--- src/rtl/oldland_dbus_bridge.sv ---
// oldland_dbus_bridge: data-bus bridge between the CPU data port and on-chip
// RAM / peripheral bus. Each request is decoded in IDLE and answered with a
// single-cycle d_ack_o / d_error_o pulse in RESP. Every output is registered.
// Optional feature: define OLDLAND_DBUS_TIMEOUT_EN to abort peripheral
// accesses that get no p_ready_i / p_error_i within TIMEOUT cycles.
//
// Handshakes:
//   CPU side   - d_access_i is held stable with its address/data until the
//                bridge pulses d_ack_o or d_error_o for exactly one cycle;
//                d_access_i is ignored in that response cycle.
//   Peripheral - p_sel_o and the p_* qualifiers are held until p_ready_i or
//                p_error_i is sampled high (p_error_i wins); p_sel_o drops on
//                the following cycle.
module oldland_dbus_bridge #(
    parameter int RAM_AW      = 12,
    parameter int RAM_LATENCY = 1,
    parameter int TIMEOUT     = 255
) (
    input  logic              clk,
    input  logic              rst_n,
    input  logic [31:0]       d_addr_i,
    input  logic [3:0]        d_bytesel_i,
    input  logic              d_wr_en_i,
    input  logic [31:0]       d_wr_val_i,
    input  logic              d_access_i,
    output logic [31:0]       d_data_o,
    output logic              d_ack_o,
    output logic              d_error_o,
    output logic              ram_cs_o,
    output logic [RAM_AW-1:0] ram_addr_o,
    output logic              ram_wr_en_o,
    output logic [3:0]        ram_bytesel_o,
    output logic [31:0]       ram_wdata_o,
    input  logic [31:0]       ram_rdata_i,
    output logic              p_sel_o,
    output logic [31:0]       p_addr_o,
    output logic              p_wr_en_o,
    output logic [3:0]        p_bytesel_o,
    output logic [31:0]       p_wdata_o,
    input  logic [31:0]       p_rdata_i,
    input  logic              p_ready_i,
    input  logic              p_error_i,
    output logic [1:0]        dbg_state_o
);

    localparam logic [1:0] S_IDLE     = 2'd0;
    localparam logic [1:0] S_RAM_WAIT = 2'd1;
    localparam logic [1:0] S_P_WAIT   = 2'd2;
    localparam logic [1:0] S_RESP     = 2'd3;

    // Reject out-of-range parameters at elaboration.
    if (RAM_LATENCY < 1 || RAM_LATENCY > 4 || TIMEOUT < 2 || TIMEOUT > 65535 ||
        RAM_AW < 1 || RAM_AW > 26) begin : g_bad_param
        $error("oldland_dbus_bridge: parameter out of range");
    end

    logic [1:0]        state_q, state_d;
    logic [2:0]        lat_q, lat_d;
    logic              is_wr_q, is_wr_d;
    logic [31:0]       d_data_q, d_data_d;
    logic              d_ack_q, d_ack_d;
    logic              d_error_q, d_error_d;
    logic              ram_cs_q, ram_cs_d;
    logic [RAM_AW-1:0] ram_addr_q, ram_addr_d;
    logic              ram_wr_en_q, ram_wr_en_d;
    logic [3:0]        ram_bytesel_q, ram_bytesel_d;
    logic [31:0]       ram_wdata_q, ram_wdata_d;
    logic              p_sel_q, p_sel_d;
    logic [31:0]       p_addr_q, p_addr_d;
    logic              p_wr_en_q, p_wr_en_d;
    logic [3:0]        p_bytesel_q, p_bytesel_d;
    logic [31:0]       p_wdata_q, p_wdata_d;

    logic ram_hit, p_hit, bad_req;

`ifdef OLDLAND_DBUS_TIMEOUT_EN
    localparam logic [15:0] TMO_LAST = 16'(TIMEOUT - 1);
    logic [15:0] tmo_q, tmo_d;
`endif

    // Address decode of the pending request; a request with no byte lanes is an error.
    always_comb begin
        ram_hit = (d_addr_i[31:28] == 4'h0);
        p_hit   = (d_addr_i[31:28] == 4'h8);
        bad_req = (d_bytesel_i == 4'b0000) || !(ram_hit || p_hit);
    end

    // Next-state logic: response pulses and the RAM strobe default low each cycle.
    always_comb begin
        state_d       = state_q;
        lat_d         = lat_q;
        is_wr_d       = is_wr_q;
        d_data_d      = 32'h0;
        d_ack_d       = 1'b0;
        d_error_d     = 1'b0;
        ram_cs_d      = 1'b0;
        ram_wr_en_d   = 1'b0;
        ram_addr_d    = ram_addr_q;
        ram_bytesel_d = ram_bytesel_q;
        ram_wdata_d   = ram_wdata_q;
        p_sel_d       = p_sel_q;
        p_addr_d      = p_addr_q;
        p_wr_en_d     = p_wr_en_q;
        p_bytesel_d   = p_bytesel_q;
        p_wdata_d     = p_wdata_q;
`ifdef OLDLAND_DBUS_TIMEOUT_EN
        tmo_d         = tmo_q;
`endif
        case (state_q)
            S_IDLE: begin
                if (d_access_i) begin
                    is_wr_d = d_wr_en_i;
                    if (bad_req) begin
                        d_error_d = 1'b1;
                        state_d   = S_RESP;
                    end else if (ram_hit) begin
                        // Upper address bits above the RAM size alias.
                        ram_cs_d      = 1'b1;
                        ram_wr_en_d   = d_wr_en_i;
                        ram_addr_d    = d_addr_i[RAM_AW+1:2];
                        ram_bytesel_d = d_bytesel_i;
                        ram_wdata_d   = d_wr_val_i;
                        lat_d         = 3'(RAM_LATENCY);
                        state_d       = S_RAM_WAIT;
                    end else begin
                        p_sel_d     = 1'b1;
                        p_addr_d    = d_addr_i;
                        p_wr_en_d   = d_wr_en_i;
                        p_bytesel_d = d_bytesel_i;
                        p_wdata_d   = d_wr_val_i;
`ifdef OLDLAND_DBUS_TIMEOUT_EN
                        tmo_d       = 16'h0;
`endif
                        state_d     = S_P_WAIT;
                    end
                end
            end
            S_RAM_WAIT: begin
                if (lat_q == 3'd0) begin
                    d_ack_d  = 1'b1;
                    d_data_d = is_wr_q ? 32'h0 : ram_rdata_i;
                    state_d  = S_RESP;
                end else begin
                    lat_d = lat_q - 3'd1;
                end
            end
            S_P_WAIT: begin
                if (p_error_i) begin
                    p_sel_d   = 1'b0;
                    p_wr_en_d = 1'b0;
                    d_error_d = 1'b1;
                    state_d   = S_RESP;
                end else if (p_ready_i) begin
                    p_sel_d   = 1'b0;
                    p_wr_en_d = 1'b0;
                    d_ack_d   = 1'b1;
                    d_data_d  = p_wr_en_q ? 32'h0 : p_rdata_i;
                    state_d   = S_RESP;
                end
`ifdef OLDLAND_DBUS_TIMEOUT_EN
                else if (tmo_q == TMO_LAST) begin
                    p_sel_d   = 1'b0;
                    p_wr_en_d = 1'b0;
                    d_error_d = 1'b1;
                    state_d   = S_RESP;
                end else begin
                    tmo_d = tmo_q + 16'h1;
                end
`endif
            end
            S_RESP: begin
                // Turnaround cycle: the CPU drops or changes its request here.
                state_d = S_IDLE;
            end
            default: state_d = S_IDLE;
        endcase
    end

    // State and output registers; reset abandons any slave access at once.
    always_ff @(posedge clk or negedge rst_n) begin
        if (!rst_n) begin
            state_q       <= S_IDLE;
            lat_q         <= 3'd0;
            is_wr_q       <= 1'b0;
            d_data_q      <= 32'h0;
            d_ack_q       <= 1'b0;
            d_error_q     <= 1'b0;
            ram_cs_q      <= 1'b0;
            ram_addr_q    <= '0;
            ram_wr_en_q   <= 1'b0;
            ram_bytesel_q <= 4'h0;
            ram_wdata_q   <= 32'h0;
            p_sel_q       <= 1'b0;
            p_addr_q      <= 32'h0;
            p_wr_en_q     <= 1'b0;
            p_bytesel_q   <= 4'h0;
            p_wdata_q     <= 32'h0;
`ifdef OLDLAND_DBUS_TIMEOUT_EN
            tmo_q         <= 16'h0;
`endif
        end else begin
            state_q       <= state_d;
            lat_q         <= lat_d;
            is_wr_q       <= is_wr_d;
            d_data_q      <= d_data_d;
            d_ack_q       <= d_ack_d;
            d_error_q     <= d_error_d;
            ram_cs_q      <= ram_cs_d;
            ram_addr_q    <= ram_addr_d;
            ram_wr_en_q   <= ram_wr_en_d;
            ram_bytesel_q <= ram_bytesel_d;
            ram_wdata_q   <= ram_wdata_d;
            p_sel_q       <= p_sel_d;
            p_addr_q      <= p_addr_d;
            p_wr_en_q     <= p_wr_en_d;
            p_bytesel_q   <= p_bytesel_d;
            p_wdata_q     <= p_wdata_d;
`ifdef OLDLAND_DBUS_TIMEOUT_EN
            tmo_q         <= tmo_d;
`endif
        end
    end

    assign d_data_o      = d_data_q;
    assign d_ack_o       = d_ack_q;
    assign d_error_o     = d_error_q;
    assign ram_cs_o      = ram_cs_q;
    assign ram_addr_o    = ram_addr_q;
    assign ram_wr_en_o   = ram_wr_en_q;
    assign ram_bytesel_o = ram_bytesel_q;
    assign ram_wdata_o   = ram_wdata_q;
    assign p_sel_o       = p_sel_q;
    assign p_addr_o      = p_addr_q;
    assign p_wr_en_o     = p_wr_en_q;
    assign p_bytesel_o   = p_bytesel_q;
    assign p_wdata_o     = p_wdata_q;
    assign dbg_state_o   = state_q;

endmodule

--- config.mk ---
export PLATFORM = sky130hd
export DESIGN_NAME = oldland_dbus_bridge
export DESIGN_NICKNAME = d
export VERILOG_FILES = /design/src/rtl/oldland_dbus_bridge.sv
export SDC_FILE = /design/constraint.sdc
export NUM_CORES = 1
export LEC_CHECK = 0
export BUFFER_PORTS_ARGS = -buffer_cell sky130_fd_sc_hd__buf_2
export CAP_MARGIN = 20
export CORE_MARGIN = 2
export CORE_UTILIZATION = 45
export DETAILED_ROUTE_END_ITERATION = 8
export PLACE_DENSITY = 0.8
export SKIP_CTS_REPAIR_TIMING = 1
export SLEW_MARGIN = 40
export SYNTH_ARGS = -nofsm -noshare
export SYNTH_HDL_FRONTEND = slang
export SYNTH_SLANG_ARGS = --single-unit
--- constraint.sdc ---
create_clock -name clk -period 3.1 [get_ports clk]
set_clock_uncertainty 0.15 [all_clocks]
set_input_delay 0.62 -clock clk [delete_from_list [all_inputs] [get_ports clk]]
set_output_delay 0.62 -clock clk [all_outputs]
set_load 0.01 [all_outputs]
==> impl_metrics.tcl <==
set metrics [dict create \
    fin_crit_sh_pct 78.6 \
    layout.nets 869 \
    portBuffers 293 \
    synth-compound-area-share_pct 5.34 \
    rrSetupSlack_ns 0.66 \
    powerDensity_nw_per_um2 822 \
    max_cap_violations 0 \
    groute.usage.overall_pct 20.3 \
    final_cell_mix "292 x buf_2, 160 x dfrtp_1, 64 x mux2_4" \
    synth_ff_type "dfrtp_1" \
    grt_pass1_vias 5009 \
    core_area_sq_um 14400 \
    clk_pin_slew_ns 0.06 \
    p_leak_nw 4.94 \
    antenna_left 0 \
    relSlewSlack_pct 62.8 \
    antenna_found_initial 0 \
    grt_pass1_wl_mm 25.3 \
    synth_seq_cells 160 \
    final_max_slew_viol_count 0 \
    synth_nets 572 \
    synth_fa_ha_area_share_pct 0.947 \
    cts-root-buf "clkbuf_16" \
    synth_top_family_by_area "multiplexers" \
    cts.sinks 160 \
    fill_cells 1117 \
    crit_fanout 70 \
    drtIter0Drc 157 \
    grt_max_degree 71 \
    max_freq_mhz 410 \
    yosys.cell_types.count 34 \
    hp-class "input pin to asynchronous set/reset pin" \
    area_growth_pct 32.2 \
    synth_area_leader_cell "dfrtp_1" \
    synth_area_sq_um 6610 \
    multi_input_area_sq_um 2370 \
    worstSkewPairLatency_ns 0.41 \
    die_y_microns 125 \
    regArea_sq_um 4000 \
    fin_cells 923 \
    final_hold_viol_count 0 \
    peakVddDrop_mv 0.459 \
    r2r_start "dbg_state_o[0]" \
    vias 4622 \
    cts_buffers 17 \
    post_dp_cell_area_sq_um 8210 \
    synth_xor_xnor_area_share_pct 0 \
    dp_hpwl_mm 11.5 \
    clock_path_buffers 2 \
    yosys_warnings 0 \
    cp-end-kind "flop" \
    drt-vias-per-instance 5.01 \
    r2r_end "p_addr_o[19]" \
    dp_cells 891 \
    rsz0062_at_grt "no" \
    cp.arrival_ns 2.58 \
    drive_gt1_share_pct 61.3 \
    fin_util_pct 60.5 \
    n_antenna_cell 0 \
    finalWirelength_mm 15.8 \
    layout_commonest_cell "buf_2" \
    post_drt_wl_per_cell_microns 17.1 \
    synth_edf_count 0 \
    power_mw 7.18 \
    fin_area_sq_um 8730 \
    cts_tree "built" \
    die_area_sq_um 15700 \
    path_class "flop to flop" \
    muxShareOfSynthArea_pct 23.4 \
    worstMarginPinSlew_ns 0.558 \
    setup_viol 0 \
    overflow 0 \
    synth_cells 429 \
    place_congestion 0.805 \
    fin_crit_ns 2.44 \
    outcome "complete, no violations" \
    critPathLaunchType "flop" \
    boundaryPins 294 \
    yosysSeqAreaShare_pct 60.6 \
    syn_area_per_cell_sq_um 15.4 \
    synthArstFlopShare_pct 100 \
    reg2reg_depth 6 \
    synth-simple-area-share_pct 5.96 \
    fin_tns_setup_ns 0 \
    drc 0 \
    die_x_microns 125 \
    first_pass_iters 4 \
    h-tree-depth 4 \
    initial_core_util_pct 45.8 \
    critPathRequiredTime_ns 3.24 \
    row_count 44 \
    synth_area_leaders "dfrtp_1 61%, mux2_4 15%, mux2_2 8.7%" \
    synth_top_area_share_pct 60.6 \
]
[worst max-delay path: stages, from the launching register on]
cell and delay (ns):
dfrtp_1 0.41, inv_1 0.10, ha_2 0.27, nand2_1 0.16, or4_4 0.56, buf_12 0.27, mux2_4 0.36
[per-layer routing]
metal	routed length (microns)	track usage (%)	part of all wire [%]
met1	6320	23.7	40
met2	8150	35.6	52
met3	1040	6.29	6.6
met4	250	6.67	1.6
met5	0	0	0
[registers in the layout, summed over array words and instances, names as in the netlist, 2 cells and up]
name,cells
ram_bytesel_o,4
p_addr_o,32
d_data_o,32
lat_q,3
p_bytesel_o,4
ram_wdata_o,32
dbg_state_o,2
p_wdata_o,32
ram_addr_o,12
[area by class of cell]
class | instances | share of cell area (%)
inverter | 10 | 0.430
multi-input combinational | 235 | 27.1
clock buffer | 22 | 5.20
sequential | 160 | 45.9
tap | 184 | 2.64
timing repair buffer | 302 | 18.1
clock inverter | 10 | 0.716
[worst max-delay path by stage]
stage                        start             to  slack (ns)  cells after the start
finish              dbg_state_o[0]   p_addr_o[19]        0.66                      6
detailed placement    d_addr_i[29]  p_wdata_o[19]        0.48                      5
global placement      d_addr_i[29]   p_addr_o[21]        0.53                      5
floorplan             d_addr_i[29]    p_addr_o[0]        0.69                      6
CTS                 dbg_state_o[0]   p_addr_o[20]        0.58                      6
global route        dbg_state_o[0]      p_wr_en_o        0.58                      7
[power breakdown]
group	switching [mW]	total [mW]	internal [mW]
registers	0.321	3.00	2.68
logic	1.07	2.33	1.26
clock network	0.803	1.84	1.04
total	2.19	7.18	4.98
[cell usage after synthesis, types with 6 or more instances]
master,number
a22oi_1,32
buf_12,6
buf_2,7
clkbuf_1,9
dfrtp_1,160
inv_1,10
mux2_2,51
mux2_4,64
nand2_1,7
nor2b_1,32
[metrics by stage]
step	setup WS [ns]	hold WS, ns
2_1_floorplan	0.688	0.174
4_1_cts	0.578	0.0330
3_5_place_dp	0.480	0.318
6_report	0.662	0.0253
3_3_place_gp	0.529	0.306
5_1_grt	0.576	0.0488
[cell families after synthesis]
kind of cell,after synthesis
flip-flops,160
multiplexers,116
AND/OR/NAND/NOR,64
AO/OA/AOI/OAI,50
buffers and inverters,34
adder cells (fa/ha/maj),5
Power figures use the tool's default switching activity.
